==> src/rtl/unified_mem_arbiter.sv <==
`timescale 1ns/1ps
// ============================================================================
// unified_mem_arbiter
//
// Lets the instruction-fetch port and the load/store port of the core share a
// single-port unified memory. Requests are arbitrated round-robin. Only one
// transaction is outstanding at a time, and a latency counter tracks when its
// response arrives. Read data is routed back to whichever requester owns the
// transaction and is held in that requester's rdata register.
//
// Ports
//   clk, reset            : clock (rising edge) and synchronous active-high reset
//   if_req/if_addr        : fetch request, held until if_gnt
//   if_gnt                : fetch accepted this cycle (combinational)
//   if_rvalid/if_rdata    : fetch response pulse / fetch data (held)
//   d_req/d_we/d_addr/
//   d_wdata/d_be          : load/store request, held until d_gnt
//   d_gnt                 : data request accepted this cycle (combinational)
//   d_rvalid/d_rdata      : load data or store acknowledge pulse / load data (held)
//   mem_en/mem_we/mem_be/
//   mem_addr/mem_wdata    : memory macro command (driven in the issue cycle)
//   mem_rdata             : memory read data, valid MEM_LAT cycles after issue
// ============================================================================
module unified_mem_arbiter #(
    parameter int ADDR_W  = 12,
    parameter int DATA_W  = 32,
    parameter int MEM_LAT = 1
) (
    input  logic              clk,
    input  logic              reset,
    input  logic              if_req,
    input  logic [ADDR_W-1:0] if_addr,
    output logic              if_gnt,
    output logic              if_rvalid,
    output logic [DATA_W-1:0] if_rdata,
    input  logic              d_req,
    input  logic              d_we,
    input  logic [ADDR_W-1:0] d_addr,
    input  logic [DATA_W-1:0] d_wdata,
    input  logic [3:0]        d_be,
    output logic              d_gnt,
    output logic              d_rvalid,
    output logic [DATA_W-1:0] d_rdata,
    output logic              mem_en,
    output logic              mem_we,
    output logic [3:0]        mem_be,
    output logic [ADDR_W-1:0] mem_addr,
    output logic [DATA_W-1:0] mem_wdata,
    input  logic [DATA_W-1:0] mem_rdata
);

    typedef enum logic {ST_IDLE, ST_WAIT} state_t;

    localparam logic [2:0] LAT_CNT = 3'(MEM_LAT);

    state_t            state_reg;
    logic [2:0]        cnt_reg;          // counts down to 1; 1 marks the response cycle
    logic              owner_d_reg;      // outstanding transaction belongs to the data port
    logic              owner_store_reg;  // outstanding transaction is a store
    logic              last_d_reg;       // data port won the most recent issue
    logic [ADDR_W-1:0] addr_reg;
    logic [DATA_W-1:0] wdata_reg;
    logic [DATA_W-1:0] if_rdata_reg;
    logic [DATA_W-1:0] d_rdata_reg;

    logic resp;
    logic slot;
    logic pick_d;
    logic issue;

    // Reset suppresses both the response and any new grant in the same cycle,
    // so an in-flight transaction is silently dropped.
    always_comb begin
        resp   = !reset && (state_reg == ST_WAIT) && (cnt_reg == 3'd1);
        slot   = !reset && ((state_reg == ST_IDLE) || resp);
        // On a conflict the port that did not win last time goes first.
        pick_d = d_req && (!if_req || !last_d_reg);
        issue  = slot && (if_req || d_req);
    end

    assign if_gnt    = issue && !pick_d;
    assign d_gnt     = issue && pick_d;
    assign mem_en    = issue;
    assign mem_we    = issue && pick_d && d_we;
    assign mem_be    = !issue ? 4'h0 : (mem_we ? d_be : 4'hF);
    assign mem_addr  = !issue ? addr_reg : (pick_d ? d_addr : if_addr);
    assign mem_wdata = (issue && pick_d) ? d_wdata : wdata_reg;

    assign if_rvalid = resp && !owner_d_reg;
    assign d_rvalid  = resp && owner_d_reg;
    // Read data is forwarded in the response cycle and then held in the
    // owner's register; a store acknowledge leaves d_rdata untouched.
    assign if_rdata  = if_rvalid ? mem_rdata : if_rdata_reg;
    assign d_rdata   = (d_rvalid && !owner_store_reg) ? mem_rdata : d_rdata_reg;

    always_ff @(posedge clk) begin
        if (reset) begin
            state_reg       <= ST_IDLE;
            cnt_reg         <= 3'd0;
            owner_d_reg     <= 1'b0;
            owner_store_reg <= 1'b0;
            last_d_reg      <= 1'b0;
            addr_reg        <= '0;
            wdata_reg       <= '0;
            if_rdata_reg    <= '0;
            d_rdata_reg     <= '0;
        end else begin
            addr_reg     <= mem_addr;
            wdata_reg    <= mem_wdata;
            if_rdata_reg <= if_rdata;
            d_rdata_reg  <= d_rdata;
            if (issue) begin
                // A new issue may overlap the response cycle of the previous one.
                state_reg       <= ST_WAIT;
                cnt_reg         <= LAT_CNT;
                owner_d_reg     <= pick_d;
                owner_store_reg <= pick_d && d_we;
                last_d_reg      <= pick_d;
            end else if (resp) begin
                state_reg <= ST_IDLE;
                cnt_reg   <= 3'd0;
            end else if (state_reg == ST_WAIT) begin
                cnt_reg <= cnt_reg - 3'd1;
            end
        end
    end

endmodule

==> config.mk <==
export PLATFORM = sky130hd
export DESIGN_NAME = unified_mem_arbiter
export DESIGN_NICKNAME = d
export VERILOG_FILES = /design/src/rtl/unified_mem_arbiter.sv
export SDC_FILE = /design/constraint.sdc
export NUM_CORES = 1
export LEC_CHECK = 0
export ABC_AREA = 1
export CAP_MARGIN = 10
export CORE_ASPECT_RATIO = 1.75
export CORE_MARGIN = 5
export CORE_UTILIZATION = 40
export CTS_CLUSTER_SIZE = 25
export DETAILED_ROUTE_END_ITERATION = 8
export DONT_BUFFER_PORTS = 1
export PLACE_DENSITY_LB_ADDON = 0.2
export SLEW_MARGIN = 20
export SYNTH_ARGS = -nofsm -noshare
export SYNTH_HDL_FRONTEND = slang
export SYNTH_SLANG_ARGS = --single-unit
==> constraint.sdc <==
create_clock -name clk -period 2.7 [get_ports clk]
set_input_delay 0.135 -clock clk [delete_from_list [all_inputs] [get_ports clk]]
set_output_delay 0.135 -clock clk [all_outputs]
set_load 0.02 [all_outputs]
# ---- After elaboration in Yosys (flattened, before gate mapping)
# Index checks and enable logic that the tools add are counted.
dict set report totals {
  register_bits 114
  inputBits 97
  output_inout_bits 118
  elab_cells 47
}
dict set report op_classes {
  add_sub_neg 1
  n_eq_ne 1
  muxes 12
  bitwise 1
  n_reduce_logical 23
}
# operator count
set op_table {}
lappend op_table {{$mux 32} 3}
lappend op_table {{$mux 12} 2}
lappend op_table {{$logic_and 1x1->1} 12}
lappend op_table {{$mux 4} 2}
lappend op_table {{$logic_not 1->1} 5}
lappend op_table {{$mux 1} 5}
lappend op_table {{$eq 3x1->1 const B} 1}
lappend op_table {{$logic_or 1x1->1} 3}
lappend op_table {{$reduce_bool 3->1} 1}
lappend op_table {{$reduce_or 3->1} 1}
lappend op_table {{$sub 3x1->3 const B} 1}
lappend op_table {{$reduce_bool 2->1} 1}
lappend op_table {{$not 1->1} 1}

# ---- Longest topological paths before layout
# Gate-level depths: netlist of run 1.
dict set report logic_depth {
  ltp_word 10
  mapped_depth 11
  depth_no_buf 10
}

# ---- Worst setup path before layout of run 1
# OpenSTA, ideal clock, no wires.
dict set report synth_path {
  kind {reg-to-output}
  from {register cnt_reg[1]}
  to {output port d_rdata[0]}
  t_arrival_ns 1.394
  required_time_ns 2.565
  path_slack_ns 1.171
  stages_incl_launch_ff 12
  n_path_buf 1
  cell_sequence {dfxtp_1 -> inv_1 -> ha_1 -> nand2_2 -> inv_4 -> nand2_8 -> nor2_4 -> nand2_2 -> buf_6 -> nand2_1 -> nand2_1 -> inv_1}
}
dict set report synth_between {
  elab_chain_cells 5
}
# item line
set synth_lines {}
lappend synth_lines {{start, declared} 57} ;# logic [2:0] cnt_reg;
lappend synth_lines {{start signal, assigned} 123} ;# cnt_reg <= cnt_reg - 3'd1;
lappend synth_lines {{$eq 3x1->1} 74} ;# resp = !reset && (state_reg == ST_WAIT) && (cnt_reg == 3'd1);
lappend synth_lines {{$logic_and 1x1->1} 74}
lappend synth_lines {{$logic_and 1x1->1} 90} ;# assign d_rvalid = resp && owner_d_reg;
lappend synth_lines {{named net d_rvalid} 42} ;# output logic d_rvalid,
lappend synth_lines {{$logic_and 1x1->1} 94} ;# assign d_rdata = (d_rvalid && !owner_store_reg) ? mem_rdata : d_rdata_reg;
lappend synth_lines {{$mux 32} 94}
lappend synth_lines {{end, declared} 43} ;# output logic [DATA_W-1:0] d_rdata,
# The timed path passes the listed nets, and every way through them passes these cells.

# ---- Worst setup path after layout of run 1
dict set report layout_path {
  from {register state_reg}
  to {output port mem_wdata[9]}
}
dict set report layout_between {
  elab_chain_cells 7
  elab_cells_between_ends 8
  cone_classes {mux (1); bitwise (1); reduce/logical (6)}
}
# item line
set layout_lines {}
lappend layout_lines {{start, declared} 56} ;# state_t state_reg;
lappend layout_lines {{start signal, assigned} 98} ;# state_reg <= ST_IDLE;
lappend layout_lines {{start signal, assigned} 114} ;# state_reg <= ST_WAIT;
lappend layout_lines {{start signal, assigned} 120} ;# state_reg <= ST_IDLE;
lappend layout_lines {{$logic_and 1x1->1 (2 in series)} 74}
lappend layout_lines {{$logic_or 1x1->1 *} 75} ;# slot = !reset && ((state_reg == ST_IDLE) || resp);
lappend layout_lines {{$logic_and 1x1->1 *} 75}
lappend layout_lines {{$logic_and 1x1->1 *} 78} ;# issue = slot && (if_req || d_req);
lappend layout_lines {{$logic_and 1x1->1 *} 87} ;# assign mem_wdata = (issue && pick_d) ? d_wdata : wdata_reg;
lappend layout_lines {{$mux 32 *} 87}
lappend layout_lines {{end, declared} 48} ;# output logic [DATA_W-1:0] mem_wdata,
# Every way passes the cells marked *; elsewhere a longest branch is shown, timed or not.

==> flow_summary.yaml, run 1 <==
drt:
  avgRoutedWirePerCell_um: 12.4
  drc: 0
  routed_wirelength_mm: 14.2
  drt_iter0_drc: 167
  route.vias.total: 5130
  dr.pass1.iters: 4
  antenna_violating_nets_post_route: 0
  vias_per_cell: 4.46
finish:
  share_of_cells_above_drive_strength_1_pct: 6.38
  seq_area_um2: 2280
  antennaDiodeCount: 0
  area_delta_synth_final_pct: 26.1
  fin_nets: 1058
  fill_cell_instance_count_of_the_final_layout: 1432
  multiInputGateArea_um2: 2130
  final_cells: 1149
cts:
  clkSinkCount: 114
  cts_root_buf: "sky130_fd_sc_hd__clkbuf_16"
  cts_max_path_buffers: 2
  clkLatencyLatePin_ns: 0.40
  clock_input_transition_at_the_sequential_cells_of_the_worst_setup_and_hold_paths_ns: 0.06
  postCtsSetupBuffers: 0
  cts_tree: "done"
  cts-buffers-inserted: 17
  htree_levels: 4
global_routing:
  track_usage_pct: 17.6
  grt_pass1_wl_mm: 23.8
  gr-max-usage-layer: "met2"
  gr-total-overflow: 0
  antenna_violations_before_repair: 0
  met1_usage_pct: 18.9
  grt_use_met3_pct: 5.08
  grt_use_met2_pct: 32.0
  first_global_vias: 5061
  maximum_number_of_pins_on_one_net_before_global_route_repair: 113
worst_setup_path:
  critical_path_class: "reg -> out"
  timing.critical_path.cells: "nand2_2 > inv_4 > nand2_8 > nand2_8 > nand3_4 > nand2_1 > nand2_1 > inv_1"
  timing.critical_path.depth: 8
  setup.worst_path.end: "mem_wdata[9]"
  crit_start: "state_reg"
  rr_startpoint: "state_reg"
  worst_setup_path_end_kind: "output pin"
  critical_path.max_stage_delay_ns: 0.56
  worst-r2r-setup-slack_ns: 0.40
  worst-endpoint-required_ns: 2.57
  startpoint_type: "register"
  cp_max_fo: 35
  worst_r2r_endpoint: "addr_reg[9]"
  reg2reg_depth: 7
  critical_path_buf_inv_count: 2
  arrival_ns: 2.31
  slowest_stage: "sky130_fd_sc_hd__dfxtp_1"
  crit_path_max_delay_family: "simple AND/OR/NAND/NOR gates"
synth:
  synthesis.yosys.warnings: 0
  synthesized_flop_and_latch_total: 114
  distinct_cells_synth: 28
  post_synth.cell_area_avg_um2: 6.28
  syn_nets: 1000
  total_standard_cell_area_after_synthesis_um2: 5660
  synthesis.instances: 901
  ys_seq_area_share_pct: 40.3
floorplan:
  floorplan.rows: 57
  core_box_area_um2: 13900
  floorplan.die_area_um2: 16700
  floorplan.die.width_um: 99.9
  die_height_um: 167
  initial_utilization_pct: 40.7
  io_pins: 215
sta:
  worst_pin_slew_ns: 0.675
  finalCritPeriodShare_pct: 90.5
  grt_setup_unrepaired: "no"
  skew_ns: 0.00804
  hold_fails_final_rpt: 0
  finalMaxSlewViolations: 0
  max_clock_freq_ghz: 0.409
  setup_total_negative_slack_ns: 0
  timing.slew.headroom_pct: 54.9
  minimum_clock_period_after_layout_ns: 2.44
  setup_viol: 0
power_and_ir_drop:
  p_leak_nw: 4.31
  maximum_vdd_drop_uv: 375
  p_per_area_nw_per_um2: 708
run:
  drv.max_cap_violation_count: 0
placement:
  gpl.final_weighted_congestion: 0.757
  io_buffers: 0
  dpl.cell_count: 1041
  hpwlAfterDp_mm: 9.41
hold_path:
  min_path_type: "in -> reg"
run_status:
  run_status: "completed"
[metal layers]
metal	routed length [µm]	vias to the layer above
li1	-	2682
met1	5700	2279
met2	7370	150
met3	873	19
met4	272	0
met5	0	-
[power by group]
part	internal, mW	switching, mW	total, mW
Clock	1.69	0.794	2.48
Sequential	1.76	0.0298	1.79
Combinational	0.228	0.543	0.771
[worst min path at each step]
stage                 start  cells after the start  slack [ns]         endpoint
3_5_place_dp          reset                      1        0.21      addr_reg[7]
3_3_place_gp          reset                      1        0.21      addr_reg[8]
5_1_grt          d_addr[11]                      4        0.01     addr_reg[11]
4_1_cts          if_addr[6]                      4       0.001      addr_reg[6]
2_1_floorplan  mem_rdata[0]                      2        0.30  if_rdata_reg[0]
6_report        d_wdata[28]                      4        0.01    wdata_reg[28]
[cell type report]
cell class                 instances  area share (%)
sequential                       114            32.0
multi-input combinational        477            29.9
inverter                         267            14.1
timing repair buffer              82            11.7
clock buffer                      20            6.40
tap                              177            3.10
clock inverter                    12            2.86
[cell usage in the layout, fill, tap and decap left out, types with 4 or more instances in the layout]
cell type                       Yosys  layout
sky130_fd_sc_hd__inv_1            265     265
sky130_fd_sc_hd__buf_4              1       5
sky130_fd_sc_hd__o21ai_0            6       6
sky130_fd_sc_hd__o21ai_1           29      29
sky130_fd_sc_hd__nand2_2            7       6
sky130_fd_sc_hd__nand2_1          269     269
sky130_fd_sc_hd__bufinv_16          0       5
sky130_fd_sc_hd__o21a_1             4       4
sky130_fd_sc_hd__nor2_1            98      98
sky130_fd_sc_hd__a21oi_2            4       4
sky130_fd_sc_hd__dfxtp_1          114     114
sky130_fd_sc_hd__clkbuf_16          0      17
sky130_fd_sc_hd__nand4_1           32      32
sky130_fd_sc_hd__dlygate4sd3_1      0      75
sky130_fd_sc_hd__a21oi_1           11      11
[repair_timing]
item,4_1_cts,5_1_grt
resized for setup,0,2
endpoints found under the setup margin,0,24
hold buffers,76,0
endpoints found under the hold margin,114,0
[stage by stage]
step / utilization (%) / area (µm²) / hold WS (ns) / power [mW] / setup slack, ns
3_5_place_dp: 40.9 / 5680 / 0.214 / 2.47 / 0.585
2_1_floorplan: - / 5660 / 0.299 / 2.41 / 1.17
4_1_cts: 51.2 / 7120 / 0.000960 / 5.12 / 0.140
3_3_place_gp: 40.9 / 5680 / 0.214 / 2.47 / 0.602
6_report: 51.3 / 7140 / 0.0139 / 5.05 / 0.257
5_1_grt: 51.3 / 7140 / 0.0112 / 5.30 / 0.0205
[worst reg2reg max path, cell delays in order (launching register included)]
cell and delay [ns]:
sky130_fd_sc_hd__dfxtp_1 0.56, sky130_fd_sc_hd__nand2_2 0.11, sky130_fd_sc_hd__inv_4 0.11, sky130_fd_sc_hd__nand2_8 0.09
sky130_fd_sc_hd__a21oi_4 0.56, sky130_fd_sc_hd__nand2_2 0.12, sky130_fd_sc_hd__a21oi_2 0.14, sky130_fd_sc_hd__dlygate4sd3_1 0.55
[Yosys cell counts (all sizes together)]
cell type	n	area, µm²
o21ai	35	175
inv	267	1000
nand4	32	200
clkbuf	16	60.1
nand3	5	37.5
or2	2	12.5
nor2	101	410
o21a	4	30.0
ha	2	25.0
a31oi	1	6.26
nor3	1	16.3
a21oi	16	106
nand2	278	1090
buf	27	196
dfxtp	114	2280
[kinds of logic after synthesis]
family	count (synthesis)	synth area share [%]
simple gates	419	31.3
buf+inv	310	22.3
compound gates	56	5.62
fa+ha+maj	2	0.442
flops	114	40.3
Note: power is estimated with default switching activity, not from simulation.
==> inputs of run 2 (changes only) <==
ABC_AREA = unset   (was 1)
==> flow_summary.yaml, run 2 <==
run_status:
  run_status: "completed"
drt:
  dr.pass1.iters: 4
  antenna_violating_nets_post_route: 0
  drc: 0
  drt_iter0_drc: 94
  avgRoutedWirePerCell_um: 17.6
  route.vias.total: 3823
  vias_per_cell: 5.14
  routed_wirelength_mm: 13.1
global_routing:
  antenna_violations_before_repair: 0
  first_global_vias: 4066
  track_usage_pct: 17.0
  grt_pass1_wl_mm: 20.6
  maximum_number_of_pins_on_one_net_before_global_route_repair: 115
  gr-total-overflow: 0
worst_setup_path:
  startpoint_type: "register"
  cp_max_fo: 17
  worst-endpoint-required_ns: 2.57
  critical_path_class: "reg -> out"
  arrival_ns: 2.43
  worst_setup_path_end_kind: "output pin"
finish:
  multiInputGateArea_um2: 2650
  area_delta_synth_final_pct: 25.9
  share_of_cells_above_drive_strength_1_pct: 25.2
  fin_nets: 662
  fill_cell_instance_count_of_the_final_layout: 1203
  finish.utilization_pct: 51.4
  antennaDiodeCount: 0
  seq_area_um2: 2280
  final_common_cell: "sky130_fd_sc_hd__dfxtp_1"
  layout_common_cells: "sky130_fd_sc_hd__dfxtp_1, sky130_fd_sc_hd__nand2_1, sky130_fd_sc_hd__nor2b_1"
sta:
  finalCritPeriodShare_pct: 95.0
  finalMaxSlewViolations: 0
  skew_ns: 0.00723
  worst_pin_slew_ns: 0.629
  max_clock_freq_ghz: 0.390
  setup_viol: 0
  timing.slew.headroom_pct: 57.9
  setup_total_negative_slack_ns: 0
  grt_setup_unrepaired: "no"
  timing.hold.ws_ns: 0.0637
  minimum_clock_period_after_layout_ns: 2.57
  hold_fails_final_rpt: 0
cts:
  cts-buffers-inserted: 17
  ctsResizeCount: 0
  clkSinkCount: 114
  cts_root_buf: "sky130_fd_sc_hd__clkbuf_16"
  cts_tree: "done"
  clkLatencyLatePin_ns: 0.40
  htree_levels: 4
  cts_max_path_buffers: 2
  postCtsSetupBuffers: 0
  clock_input_transition_at_the_sequential_cells_of_the_worst_setup_and_hold_paths_ns: 0.06
synth:
  synth-adder-area-share_pct: 0.487
  ys_seq_area_share_pct: 44.4
  synthesized_flop_and_latch_total: 114
  synthMuxAreaShare_pct: 24.6
  post_synth_most_frequent_cells: "sky130_fd_sc_hd__dfxtp_1, sky130_fd_sc_hd__nand2_1, sky130_fd_sc_hd__nor2b_1"
  synth_compound_area_share_pct: 9.02
  synth_largest_type_area_fraction_pct: 44.4
  synthArstFlopShare_pct: 0
  synth-xor-area-share_pct: 0
  total_standard_cell_area_after_synthesis_um2: 5130
  distinct_cells_synth: 31
  yosys.area.top_type: "sky130_fd_sc_hd__dfxtp_1"
  yosys.area_share.simple_pct: 17.2
  syn_nets: 609
  yosys.cell_count.top_type: "sky130_fd_sc_hd__dfxtp_1"
  synthesis.yosys.warnings: 0
  post_synth.cell_area_avg_um2: 10.1
  synth_flop_cell: "sky130_fd_sc_hd__dfxtp_1"
  synth_top_family_by_area: "multiplexers"
  synth_enable_flop_cells: 0
  synthesis.instances: 510
  yosys-top-cells-area: "sky130_fd_sc_hd__dfxtp_1, sky130_fd_sc_hd__mux2_4, sky130_fd_sc_hd__mux2_2"
floorplan:
  die_height_um: 160
  core_box_area_um2: 12600
  floorplan.rows: 54
  floorplan.die_area_um2: 15300
  io_pins: 215
  initial_utilization_pct: 40.9
  floorplan.die.width_um: 95.7
power_and_ir_drop:
  p_per_area_nw_per_um2: 700
  pwr-share-seq_pct: 39.6
  combPwrFrac_pct: 15.1
  p_int_mw: 3.30
  maximum_vdd_drop_uv: 361
  power.share.clock_pct: 45.3
  psw_mw: 1.22
  sw_share_pct: 27.0
  p_leak_nw: 2.74
placement:
  gpl.final_weighted_congestion: 0.771
  hpwlAfterDp_mm: 8.79
  io_buffers: 0
hold_path:
  min_path_type: "in -> reg"
run:
  drv.max_cap_violation_count: 0
-- run 2: cell types whose count changed after synthesis, moves of 8 or more --
cell,delta
sky130_fd_sc_hd__a311oi_1,+13
sky130_fd_sc_hd__clkbuf_1,+8
sky130_fd_sc_hd__nor2b_1,+64
sky130_fd_sc_hd__nor2_1,-84
sky130_fd_sc_hd__nand4_1,-32
sky130_fd_sc_hd__mux2_4,+48
sky130_fd_sc_hd__inv_1,-261
sky130_fd_sc_hd__a31oi_1,+11
sky130_fd_sc_hd__o21ai_1,-29
sky130_fd_sc_hd__a21oi_1,+28
sky130_fd_sc_hd__mux2_2,+47
sky130_fd_sc_hd__nand2_1,-178
-- run 2: final cells by class --
cell class / instances / area share [%]
clock inverter: 12 / 1.70
multi-input combinational: 353 / 41.1
timing repair buffer: 73 / 11.7
tap: 168 / 3.25
sequential: 114 / 35.3
inverter: 4 / 0.232
clock buffer: 20 / 6.76
-- run 2: per-layer routing --
metal / vias up / wire (µm) / part of all wire (%) / GRT usage, %
li1: 1840 / - / - / -
met1: 1787 / 4810 / 37 / 18.6
met2: 166 / 6700 / 51 / 28.9
met3: 30 / 1130 / 8.7 / 5.37
met4: 0 / 423 / 3.2 / 8.42
met5: - / 0 / 0 / 0
-- run 2: through the flow --
stage	worst slack (ns)	total power, mW	cells	cell area (µm²)
after floorplan	0.649	2.32	510	5130
after global placement	0.465	2.39	651	5290
after detailed placement	0.408	2.40	651	5290
after CTS	0.104	4.59	744	6460
after global routing	0.0259	4.72	744	6460
final	0.135	4.52	744	6460
-- run 2: final timing paths --
| check | start | end | slack (ns) | cells past startpoint |
|---|---|---|---|---|
| hold / removal | mem_rdata[9] | if_rdata_reg[9] | 0.06 | 2 |
| setup reg to reg | cnt_reg[0] | addr_reg[5] | 0.28 | 7 |
| setup / recovery | cnt_reg[0] | if_rdata[29] | 0.13 | 5 |
| hold reg to reg | wdata_reg[18] | wdata_reg[18] | 0.45 | 2 |
-- run 2: power by group through the flow --
stage | Sequential, mW | Clock [mW] | Combinational [mW]
final | 1.79 | 2.05 | 0.683
after global routing | 1.80 | 2.19 | 0.736
after CTS | 1.79 | 2.11 | 0.685
after detailed placement | 1.83 | 0 | 0.574
after global placement | 1.83 | 0 | 0.565
after floorplan | 1.81 | 0 | 0.506
-- run 2: repair_timing --
item | 4_1_cts | 5_1_grt
endpoints found under the setup margin | 0 | 0
endpoints found under the hold margin | 114 | 0
hold buffers | 61 | 0
-- run 2: cells by family after synthesis --
group / after synthesis
AO/OA/AOI/OAI: 74
adder cells (fa/ha/maj): 2
buffers and inverters: 43
flip-flops: 114
multiplexers: 96
AND/OR/NAND/NOR: 181
-- run 2: worst max-delay path, stage by stage (launching register included) --
cell and delay (ns):
sky130_fd_sc_hd__dfxtp_1 0.38, sky130_fd_sc_hd__ha_1 0.26, sky130_fd_sc_hd__nand3b_4 0.09, sky130_fd_sc_hd__or3_2 0.68
sky130_fd_sc_hd__buf_4 0.28, sky130_fd_sc_hd__mux2_4 0.35
